`src/rtl/counter_pkg.sv`:
```
// Shared constants for the up/down counter: default width and direction encodings.
package counter_pkg;

  localparam int   COUNTER_WIDTH = 4;
  localparam logic DIR_UP        = 1'b1;
  localparam logic DIR_DOWN      = 1'b0;

endpackage

```
`src/rtl/counter_next.sv`:
```
// Combinational next-count logic: steps cur by one in the selected direction, modulo 2**WIDTH.
module counter_next
  import counter_pkg::*;
#(
  parameter int WIDTH = COUNTER_WIDTH
) (
  input  logic [WIDTH-1:0] cur,
  input  logic             dir,
  output logic [WIDTH-1:0] nxt
);

  // Sums stay WIDTH bits wide, so carry and borrow fall off and the count wraps.
  always_comb begin
    nxt = cur;
    if (dir == DIR_UP) nxt = cur + WIDTH'(1);
    else               nxt = cur - WIDTH'(1);
  end

endmodule

```
`src/rtl/counter.sv`:
```
// Up/down binary counter with asynchronous active-high reset; count is the register output.
module counter
  import counter_pkg::*;
#(
  parameter int               WIDTH     = COUNTER_WIDTH,
  parameter logic [WIDTH-1:0] RESET_VAL = '0
) (
  input  logic             clk,
  input  logic             updown,
  input  logic             reset,
  output logic [WIDTH-1:0] count
);

  logic [WIDTH-1:0] count_next;

  counter_next #(
    .WIDTH (WIDTH)
  ) u_next (
    .cur (count),
    .dir (updown),
    .nxt (count_next)
  );

  always_ff @(posedge clk or posedge reset) begin
    if (reset) count <= RESET_VAL;
    else       count <= count_next;
  end

endmodule

```
`config.mk`:
```
export PLATFORM = sky130hd
export DESIGN_NAME = counter
export DESIGN_NICKNAME = d
export VERILOG_FILES = /design/src/rtl/counter_pkg.sv /design/src/rtl/counter_next.sv /design/src/rtl/counter.sv
export SDC_FILE = /design/constraint.sdc
export NUM_CORES = 1
export LEC_CHECK = 0
export ABC_AREA = 1
export CORE_AREA = 2 2 39 41
export DETAILED_ROUTE_END_ITERATION = 16
export DIE_AREA = 0 0 41 43
export DONT_BUFFER_PORTS = 1
export GPL_TIMING_DRIVEN = 0
export PLACE_DENSITY = 0.39
export RECOVER_POWER = 50
export SLEW_MARGIN = 0
export SYNTH_ARGS = -nofsm -noshare
export SYNTH_HDL_FRONTEND = slang
export SYNTH_SLANG_ARGS = --single-unit
```
`constraint.sdc`:
```
create_clock -name clk -period 1.46 [get_ports clk]
set_clock_uncertainty 0.05 [all_clocks]
set_input_delay 0.438 -clock clk [delete_from_list [all_inputs] [get_ports clk]]
set_output_delay 0.438 -clock clk [all_outputs]
set_load 0.02 [all_outputs]
```
# Word-level counts from Yosys, hierarchy flattened

Cells that the tools add are included.

Multiplexer cells: 1
$add $sub $neg: 2

Operators by type and width:

| operator                                                            | number |
|---|---|
| 4-bit by 1-bit adder with 4-bit output (second input constant)      | 1 |
| 4-bit 2-to-1 mux                                                    | 1 |
| 4-bit by 1-bit subtractor with 4-bit output (second input constant) | 1 |

Bits of input ports: 3
Bits in registers: 4
Output and inout bits: 4
Logic and storage cells: 4

# Logic depth before layout (Yosys ltp)

Gate-level depths: netlist of run 1.

Depth after elaboration: 2
Gate-level depth with buffers: 6
Gate-level depth less buffers: 6

# Hierarchy

A second synthesis of run 1 with hierarchy kept.

Cell total of the unflattened synthesis: 24
Area, all modules: 217.7 um2

Modules (own cells, without submodules):

| module       | seq. area each (um2) | area an instance (um2) | instances | cells each |
|---|---|---|---|---|
| counter_next | 0.0                  | 113.9                  | 1         | 19 |
| counter      | 100.1                | 103.8                  | 1         | 5 |

# Worst setup path before layout of run 1

No wires, ideal clock.

Kind: input port to flip-flop
From: input port updown
To: register count[3]
Required time: 1.294 ns
Setup time: 0.116 ns
Arrival time: 1.151 ns
Stages on the path: 6
Buffers on the path: 0
Path slack: 0.143 ns
Path through: inv_1 -> ha_1 -> a21oi_2 -> nand2_1 -> nand2_1 -> nand2_1

Longest elaborated chain between the ends: 1

Ends and longest elaborated chain:

| element              | RTL line           | RTL |
|---|---|---|
| start, declared      | counter.sv:9       | `input logic updown,` |
| 4-bit 2-to-1 mux     | counter_next.sv:15 | `if (dir == DIR_UP) nxt = cur + WIDTH'(1);` |
| net count_next[3]    | counter.sv:14      | `logic [WIDTH-1:0] count_next;` |
| end signal, assigned | counter.sv:26      | `else count <= count_next;` |
| end, declared        | counter.sv:11      | `output logic [WIDTH-1:0] count` |

The timed path passes the listed nets, and every way through them passes these cells.

# Worst setup path in the final report of run 1

From: register count[2]
To: register count[3]

Longest elaborated chain between the ends: 2
Elaborated cells on any way between the ends: 3
Classes of those cells: add/sub: 2; mux: 1

Ends and longest elaborated chain:

| element                                                                                               | RTL line |
|---|---|
| 4-bit by 1-bit subtractor with 4-bit output or 4-bit by 1-bit adder with 4-bit output (tied branches) | counter_next.sv:16, counter_next.sv:15 |
| 4-bit 2-to-1 mux *                                                                                    | counter_next.sv:15 |
| net count_next[3]                                                                                     | counter.sv:14 |

Mark *: on every way through the listed nets, which the timed path passes. The rest lies on a longest branch.

==> results of run 1 <==
area by class of cell:
type,instances,share of cell area (%)
clock buffer,3,8.29
inverter,5,6.91
multi-input combinational,13,36.9
sequential,4,36.9
tap,16,7.37
timing repair buffer,1,3.69
cell usage after synthesis:
library cell and n:
sky130_fd_sc_hd__nand2_1 6, sky130_fd_sc_hd__inv_1 5, sky130_fd_sc_hd__dfrtp_1 4, sky130_fd_sc_hd__ha_1 2, sky130_fd_sc_hd__a21oi_2 1, sky130_fd_sc_hd__fa_1 1, sky130_fd_sc_hd__nand3_1 1, sky130_fd_sc_hd__nand3_2 1
sky130_fd_sc_hd__xor2_1 1
stage by stage:
stage,std cells,cell area (um^2),worst slack [ns]
after floorplan,22,219,0.143
after global placement,38,239,0.0982
after detailed placement,38,239,0.0730
after CTS,42,272,0.131
after global routing,42,272,0.0475
final,42,272,0.147
metal layers:
metal	global-route usage, %	vias to the layer above	wire length (um)
met5	0	-	0
met4	4.00	0	0
met3	8.38	0	80
met2	7.81	10	145
met1	6.93	72	149
li1	-	75	-
worst max-delay path, cell delays in order, from the launching register on:
cell and delay, ns:
sky130_fd_sc_hd__dfrtp_1 0.46, sky130_fd_sc_hd__ha_1 0.38, sky130_fd_sc_hd__a21oi_2 0.17, sky130_fd_sc_hd__nand2_1 0.06
sky130_fd_sc_hd__nand2_1 0.05, sky130_fd_sc_hd__nand2_1 0.04
where the power goes:
| part | internal [mW] | total, mW | switching [mW] |
|---|---|---|---|
| Combinational | 0.0777 | 0.173 | 0.0949 |
| Clock | 0.0920 | 0.138 | 0.0459 |
| Sequential | 0.156 | 0.251 | 0.0953 |
logic make-up after synthesis:
kind of cell | synth area share (%)
AO/OA/AOI/OAI | 4.00
flip-flops | 45.7
adder cells (fa/ha/maj) | 20.6
AND/OR/NAND/NOR | 17.1
buffers and inverters | 8.57
XOR/XNOR | 4.00
repair_timing:
| action | CTS | global route |
|---|---|---|
| hold endpoints to repair | 4 | 0 |
| setup endpoints to repair | 0 | 0 |
| hold buffers | 1 | 0 |
final timing paths:
path,from,to
worst min-delay path,updown,count[3]
min in group asynchronous,reset,count[1]
worst min register to register,count[0],count[0]
max in group asynchronous,reset,count[2]
worst max-delay path,count[2],count[3]
worst max register to register,count[2],count[3]
==> out/qor.log, run 1 <==
INFO  place          place_congestion=0.663
INFO  grt            pin_count_of_the_biggest_net_entering_global_routing=5
INFO  final_layout   fraction_of_final_layout_cells_with_drive_strength_greater_than_1=19.2%
INFO  route          route.detailed.wl_per_inst=8.93um
INFO  grt            initial_antenna_violation_count=0
INFO  grt            global_route_usage_over_all_layers=6.88%
INFO  die            floorplan.core_area=1380um^2
INFO  route          drtAntennaViolNets=0
INFO  route          drt-initial-drc-count=0
INFO  final_layout   reg.largest.list=count: 4 flops
INFO  logic_synthesis synth_sequential_area_ratio=45.7%
INFO  sta            worstMarginPinSlew=0.316ns
INFO  die            floorplan.io_pins=7
INFO  pwr            cellLeakagePower=0.145nW
INFO  sta            totalNegativeSetupSlack=0ns
INFO  cts            clk_latency=0.24ns
INFO  critical_path  cp_data_required_time=1.54ns
INFO  route          drt-pass1-iter-count=1
INFO  final_layout   n_antenna_cell=0
INFO  logic_synthesis synth_nets=28
INFO  final_layout   multiInputGateArea=100um^2
INFO  logic_synthesis ys_types=9
INFO  final_layout   largest_reg_flops=4
INFO  critical_path  criticalPathCategory=reg2reg
INFO  sta            layout_min_cycle_time=1.31ns
INFO  pwr            power.ir.vdd_worst=0.623mV
INFO  die            area_of_the_die=1760um^2
INFO  sta            timing.slew.headroom=78.9%
INFO  sta            portion_of_the_clock_cycle_consumed_by_the_worst_path_in_the_final_layout=89.9%
INFO  final_layout   fillerInstances=153
INFO  cts            cts_buffers=3
INFO  run            maxCapViolations=0
INFO  cts            path_clk_slew=0.04ns
INFO  pwr            power-per-cell-area=2070nW/um^2
INFO  route          via_count=157
INFO  die            die_h=43um
INFO  final_layout   area_growth_syn_to_layout=24.0%
INFO  grt            overflow=0
INFO  run_status     outcome=complete, no violations
INFO  place          buffer_ports.inserted=0
INFO  cts            cts-htree-levels=1
INFO  grt            first_global_vias=188
INFO  sta            timing.hold.ws=0.413ns
INFO  critical_path  critical_path.startpoint_type=flip-flop
INFO  logic_synthesis yosysWarnings=0
INFO  logic_synthesis yosys_register_bits=4
INFO  min_path       worst_hold_path.num_cells=4
INFO  die            initial_util=15.8%
INFO  place          dp_hpwl=305um
INFO  cts            tritoncts=yes
INFO  route          route.detailed.vias_per_inst=3.74
INFO  route          drc_errors=0
INFO  sta            setup_viol=0
INFO  logic_synthesis ys_top_cells_by_area=sky130_fd_sc_hd__dfrtp_1 46%, sky130_fd_sc_hd__ha_1 11%, sky130_fd_sc_hd__nand2_1 10%, sky130_fd_sc_hd__fa_1 9.1%, sky130_fd_sc_hd__inv_1 8.6%
INFO  pwr            finalPower=0.561mW
INFO  logic_synthesis avgSynthCellArea=9.95um^2
INFO  logic_synthesis synth.largest_area_cell=sky130_fd_sc_hd__dfrtp_1
INFO  sta            grt_setup_unrepaired=no
INFO  cts            clock-root-buffer=sky130_fd_sc_hd__clkbuf_4
INFO  die            fp.dieW=41um
INFO  logic_synthesis post-synth-top-area-fraction=45.7%
INFO  die            floorplan.rows=14
INFO  cts            clock_path_buffers=2
INFO  route          total_wirelength=375um
INFO  critical_path  cp.arrival=1.39ns
INFO  logic_synthesis syn_inst=22
INFO  sta            maxClockFrequency=762MHz
INFO  final_layout   finish.net_count=34
INFO  critical_path  r2r_slack=0.15ns
INFO  final_layout   seqCellArea=100um^2
INFO  critical_path  endpoint_kind=flip-flop
INFO  final_layout   utilization_after_layout=19.6%
INFO  critical_path  cp_max_fo=3
INFO  final_layout   mostFrequentLayoutCell=sky130_fd_sc_hd__nand2_1
INFO  cts            cts_resizes=0
INFO  logic_synthesis synth.cell_area=219um^2
INFO  sta            pins_over_slew_limit=0
INFO  cts            cts_sinks=4
INFO  critical_path  r2r_cells=5
INFO  grt            grt_pass1_wl=731um
INFO  min_path       hold_path_class=in2reg
INFO  sta            report.final.hold_viol_count=0
INFO  final_layout   largest_register_by_flop_count=count
INFO  cts            post_cts_setup_buffers=0
INFO  final_layout   layout_common_cells=6 x sky130_fd_sc_hd__nand2_1, 5 x sky130_fd_sc_hd__inv_1, 4 x sky130_fd_sc_hd__dfrtp_1
Power figures use the tool's default switching activity.
==> run 2, diff against run 1 <==
--- a/config.mk
+++ b/config.mk
@@ -13,6 +13,7 @@
 export GPL_TIMING_DRIVEN = 0
 export PLACE_DENSITY = 0.39
 export RECOVER_POWER = 50
+export SKIP_CTS_REPAIR_TIMING = 1
 export SLEW_MARGIN = 0
 export SYNTH_ARGS = -nofsm -noshare
 export SYNTH_HDL_FRONTEND = slang
==> results of run 2 <==
No change in the layout: final DEF, timing and power equal those of run 1.
